**config.mk**
```make
export PLATFORM = sky130hd
export DESIGN_NAME = seven_seg_scan_driver
export DESIGN_NICKNAME = d
export VERILOG_FILES = /design/src/rtl/seven_seg_scan_driver.sv
export SDC_FILE = /design/constraint.sdc
export NUM_CORES = 1
export LEC_CHECK = 0
export ABC_CLOCK_PERIOD_IN_PS = 4150
export BUFFER_PORTS_ARGS = -buffer_cell sky130_fd_sc_hd__buf_2
export CORE_MARGIN = 4
export CORE_UTILIZATION = 58
export DETAILED_ROUTE_END_ITERATION = 7
export HOLD_SLACK_MARGIN = 0.02
export PLACE_DENSITY = 0.82
export SYNTH_ARGS = -nofsm -noshare
export SYNTH_HDL_FRONTEND = slang
export SYNTH_SLANG_ARGS = --single-unit
```
**constraint.sdc**
```tcl
create_clock -name clk -period 4.15 [get_ports clk]
set_input_delay 0.415 -clock clk [delete_from_list [all_inputs] [get_ports clk]]
set_output_delay 0.415 -clock clk [all_outputs]
set_load 0.1 [all_outputs]
```
**src/rtl/seven_seg_scan_driver.sv**
```systemverilog
// seven_seg_scan_driver: time-multiplexed N-digit 7-segment driver with per-frame capture, LZB and blink.
// Define SEG_HEX_EN to show hex glyphs for codes A-F; otherwise those codes leave segments a-g dark.
module seven_seg_scan_driver #(
   parameter int NUM_DIGITS   = 4,
   parameter int CLK_DIV      = 50000,
   parameter int BLINK_FRAMES = 64
) (
   input  logic                    clk,
   input  logic                    rst,
   input  logic                    en,
   input  logic [4*NUM_DIGITS-1:0] bcd_in,
   input  logic [NUM_DIGITS-1:0]   dp_in,
   input  logic                    lzb,
   input  logic [NUM_DIGITS-1:0]   blink_mask,
   output logic [7:0]              SEG_DATA,
   output logic [NUM_DIGITS-1:0]   DIG_SEL,
   output logic                    frame_start
);
   localparam int DW = $clog2(CLK_DIV);
   localparam int IW = $clog2(NUM_DIGITS);
   localparam int FW = BLINK_FRAMES > 1 ? $clog2(BLINK_FRAMES) : 1;

   function automatic logic [7:0] glyph(input logic [3:0] c);
      case (c)
         4'h0: glyph = 8'hFC;
         4'h1: glyph = 8'h60;
         4'h2: glyph = 8'hDA;
         4'h3: glyph = 8'hF2;
         4'h4: glyph = 8'h66;
         4'h5: glyph = 8'hB6;
         4'h6: glyph = 8'hBE;
         4'h7: glyph = 8'hE0;
         4'h8: glyph = 8'hFE;
         4'h9: glyph = 8'hF6;
`ifdef SEG_HEX_EN
         4'hA: glyph = 8'hEE;
         4'hB: glyph = 8'h3E;
         4'hC: glyph = 8'h9C;
         4'hD: glyph = 8'h7A;
         4'hE: glyph = 8'h9E;
         4'hF: glyph = 8'h8E;
`endif
         default: glyph = 8'h00;
      endcase
   endfunction

   logic [DW-1:0]           div_q, div_d;
   logic [IW-1:0]           idx_q, idx_d;
   logic [4*NUM_DIGITS-1:0] bcd_q, bcd_d;
   logic [NUM_DIGITS-1:0]   dpf_q, dpf_d;
   logic [FW-1:0]           fcnt_q, fcnt_d;
   logic                    run_q, run_d;
   logic                    phase_q, phase_d;
   logic [7:0]              seg_q, seg_d;
   logic [NUM_DIGITS-1:0]   dig_q, dig_d;
   logic                    fs_q, fs_d;
   logic                    tick, wrap, flip, zr, blank, hide, dpb;
   logic [NUM_DIGITS-1:0]   lz_v;
   logic [3:0]              code;
   logic [7:0]              dec;

   // The wrap that opens the very first frame completes no frame, hence run_q gating the blink count.
   always_comb begin
      tick    = div_q == DW'(CLK_DIV - 1);
      wrap    = tick && idx_q == IW'(NUM_DIGITS - 1);
      flip    = en && wrap && run_q && fcnt_q == FW'(BLINK_FRAMES - 1);
      div_d   = (!en || tick) ? '0 : div_q + 1'b1;
      idx_d   = !en ? IW'(NUM_DIGITS - 1) : !tick ? idx_q : wrap ? '0 : idx_q + 1'b1;
      bcd_d   = (en && wrap) ? bcd_in : bcd_q;
      dpf_d   = (en && wrap) ? dp_in : dpf_q;
      fcnt_d  = !en ? '0 : !(wrap && run_q) ? fcnt_q : flip ? '0 : fcnt_q + 1'b1;
      run_d   = en && (run_q || wrap);
      phase_d = en && (phase_q ^ flip);
      fs_d    = en && wrap;
      zr      = 1'b1;
      lz_v    = '0;
      for (int k = NUM_DIGITS - 1; k > 0; k--) begin
         zr      = zr & (bcd_d[4*k +: 4] == 4'd0);
         lz_v[k] = zr;
      end
      code    = bcd_d[4*idx_d +: 4];
      dpb     = dpf_d[idx_d];
      dec     = glyph(code);
      blank   = lzb && lz_v[idx_d];
      hide    = phase_d && blink_mask[idx_d];
      seg_d   = !en ? 8'h00 : !tick ? seg_q : hide ? 8'h00 : {blank ? 7'h00 : dec[7:1], dec[0] | dpb};
      dig_d   = !en ? '0 : tick ? {{(NUM_DIGITS-1){1'b0}}, 1'b1} << idx_d : dig_q;
   end

   always_ff @(posedge clk or posedge rst) begin
      if (rst) begin
         div_q   <= '0;
         idx_q   <= IW'(NUM_DIGITS - 1);
         bcd_q   <= '0;
         dpf_q   <= '0;
         fcnt_q  <= '0;
         run_q   <= 1'b0;
         phase_q <= 1'b0;
         seg_q   <= '0;
         dig_q   <= '0;
         fs_q    <= 1'b0;
      end else begin
         div_q   <= div_d;
         idx_q   <= idx_d;
         bcd_q   <= bcd_d;
         dpf_q   <= dpf_d;
         fcnt_q  <= fcnt_d;
         run_q   <= run_d;
         phase_q <= phase_d;
         seg_q   <= seg_d;
         dig_q   <= dig_d;
         fs_q    <= fs_d;
      end
   end

   assign SEG_DATA    = seg_q;
   assign DIG_SEL     = dig_q;
   assign frame_start = fs_q;
endmodule

```
==> impl_metrics.csv <==
group,metric,value,unit
clock_network,ctsResizeCount,0,
route,drt_pass1_iterations,4,
setup_path,arrival,3970,ps
finish,diodes,0,
clock_network,cts_buffer_depth,2,
global_routing,grt_pass1_wl,12.7,mm
route,drc,0,
setup_path,end_kind,"flip-flop",
clock_network,cts_tree,"yes",
sta,timing.final.crit_share,89.2,%
route,wl_per_cell,16.0,microns
synth,synth.net_count,371,
clock_network,numCtsBuffers,9,
route,drtAntennaViolNets,0,
sta,fin_worst_skew,8.34,ps
global_routing,grt_start_max_net_pins,35,
clock_network,path_clk_slew,70,ps
floorplanning,io_pins,41,
run,cap_violations,0,
synth,synthArstFlopShare,100,%
placed_design,portBuffers,40,
finish,layout_common_cells,"nand2_1, dfrtp_1, buf_2",
clock_network,ctsHoldBuffers,0,
sta,fin_crit,3700,ps
setup_path,startpoint_type,"flip-flop",
synth,synthMuxAreaShare,8.48,%
sta,hold_violations,0,
synth,ys.flop_type,"dfrtp_1",
power,vdd_drop_max,0.236,mV
finish,area_growth,13.8,%
placed_design,dp_slack,507,ps
synth,ys_ff_latch,59,
clock_network,cts.sinks,59,
power,p_total,0.00124,W
synth,yosys.area_share.simple,23.2,%
sta,finalSetupTns,0,ps
finish,final.fill_count,430,
sta,max_slew_margin,42.1,%
finish,nNetsFinal,414,
sta,fin_ws,447,ps
route,viasPerCell,5.78,
route,num_vias,2629,
sta,max_slew.worst_pin.slew,866,ps
status,status,"completed",
synth,synth_compound_area_share,12.1,%
floorplanning,initial_core_util,59.5,%
synth,synthCells,335,
synth,synthXorXnorAreaFrac,4.01,%
route,drtIter0Drc,130,
synth,synth-adder-area-share,3.06,%
clock_network,post_cts_buffers,0,
route,wl,7.30,mm
floorplanning,die_w,83.2,microns
power,power_density,332,mW/mm^2
synth,synth_edf_count,0,
synth,ys_warn_count,0,
sta,setup_viol,0,
sta,maxSlewViolCount,0,
sta,max_freq,0.270,GHz
sta,rsz0062_at_grt,"false",
setup_path,critPathRequiredTime,4420,ps
placed_design,dp_hpwl,5.27,mm
floorplanning,rows,27,
global_routing,grt_pass1_vias,2723,
finish,final_common_cell,"nand2_1",
floorplanning,core,0.00551,sq mm
floorplanning,die_area,0.00691,sq mm
hold_path,min_path_type,"primary input to asynchronous set/reset pin",
power,p_leak,1.82,nW
synth,synth_cell_types,60,
clock_network,clock_latency,340,ps
synth,syn_avg_cell_area,9.78,sq um
setup_path,critPathKind,"flip-flop to flip-flop",
placed_design,finalWeightedCongestion,0.909,
floorplanning,fp.dieH,83.2,microns
global_routing,grt_use_total,22.7,%
finish,drive_gt1_share,24.8,%
setup_path,worstPathMaxFanout,11,
clock_network,cts_root_buf,"clkbuf_8",
clock_network,cts_htree_levels,3,
global_routing,grt_overflow,0,
global_routing,antenna_found_initial,0,
synth,ys_seq_area_share,45.1,%
synth,synth_area,0.00328,sq mm
synth,synth_top_family_by_area,"simple AND/OR/NAND/NOR gates",
==> critical path: stages (launching register included) <==
cell and delay (ps):
dfrtp_1 410, nand4bb_1 430, nor4_4 580, mux2_2 450
inv_1 330, a211oi_1 110, a21oi_1 310, inv_1 110
ha_1 240, mux2_4 280, mux2_2 270, o21ai_2 100
==> flip-flops by register name (all words and copies together), names as in the netlist <==
| register | count |
|---|---|
| fcnt_q | 6 |
| DIG_SEL | 4 |
| idx_q | 2 |
| dpf_q | 4 |
| phase_q | 1 |
| bcd_q | 16 |
| SEG_DATA | 8 |
| run_q | 1 |
| frame_start | 1 |
| div_q | 16 |
==> through the flow <==
step	utilization [%]	cells	cell area (sq um)	hold WS (ps)
2_1_floorplan	-	335	3280	433
3_3_place_gp	63.7	439	3510	442
3_5_place_dp	63.7	439	3510	452
4_1_cts	67.7	455	3730	138
5_1_grt	67.7	455	3730	176
6_report	67.7	455	3730	129
==> final timing paths <==
| path | start | to | slack, ps | cells past startpoint |
|---|---|---|---|---|
| max | div_q[7] | SEG_DATA[1] | 450 | 11 |
| min | rst | div_q[3] | 130 | 2 |
| max reg2reg | div_q[7] | SEG_DATA[1] | 450 | 11 |
| min reg2reg | bcd_q[0] | bcd_q[0] | 480 | 2 |
| max in group asynchronous | rst | idx_q[1] | 3150 | 3 |
| min in group clk | bcd_in[14] | bcd_q[14] | 280 | 3 |
==> cells by family after synthesis <==
group,after synthesis
AOI/OAI and AO/OA,54
DFF,59
buffers and inverters,22
adders and majority gates,8
muxes,25
xor gates and xnor gates,15
and+or+nand+nor,152
==> per-layer routing <==
layer	part of all wire [%]	vias up	GRT usage, %
met1	43	1274	27.6
met5	0	-	0
met3	5.9	12	6.25
met2	50	72	38.9
met4	1.7	0	7.28
li1	-	1271	-
==> cell usage after synthesis, types with 2 or more instances <==
library cell,instances,area (sq um)
o2111ai_1,2,17.5
o31ai_1,3,22.5
nor3b_1,3,22.5
o21ai_0,13,65.1
and3_1,5,31.3
a31oi_1,2,12.5
buf_6,3,33.8
nor3_1,2,10.0
or4_4,3,33.8
a211o_1,2,17.5
ha_1,8,100
or4_1,2,15.0
or3_1,3,18.8
mux2_2,15,169
nand4bb_1,2,22.5
nor4_1,5,31.3
buf_1,2,7.51
nor4_4,2,42.5
dfstp_2,2,52.6
o211ai_1,2,15.0
dfrtp_1,57,1430
inv_1,8,30.0
xor2_1,10,87.6
a21oi_1,13,65.1
clkbuf_1,4,15.0
nor2_1,37,139
nand4_1,2,12.5
a31o_2,2,17.5
nand2_1,62,233
mux2i_1,8,80.1
nor2b_1,3,18.8
nand3_1,14,70.1
a211oi_1,3,22.5
xnor2_1,5,43.8
==> power by group <==
| group | internal (W) | leakage [nW] | switching, W | total, W |
|---|---|---|---|---|
| logic | 0.0000281 | 0.908 | 0.0000452 | 0.0000733 |
| clock network | 0.000355 | 0.111 | 0.000221 | 0.000576 |
| registers | 0.000583 | 0.804 | 0.00000701 | 0.000590 |
| total | 0.000966 | 1.82 | 0.000273 | 0.00124 |
==> final cells by class <==
type	count	area [sq um]	share of cell area [%]
clock buffers	12	145	3.89
clock inverters	4	73.8	1.98
inverters	9	33.8	0.906
multi-input cells	254	1670	44.7
flip-flops and latches	59	1480	39.7
well taps	72	90.1	2.42
repair buffers	45	238	6.38
No activity file was read; power rests on OpenSTA's default activity.
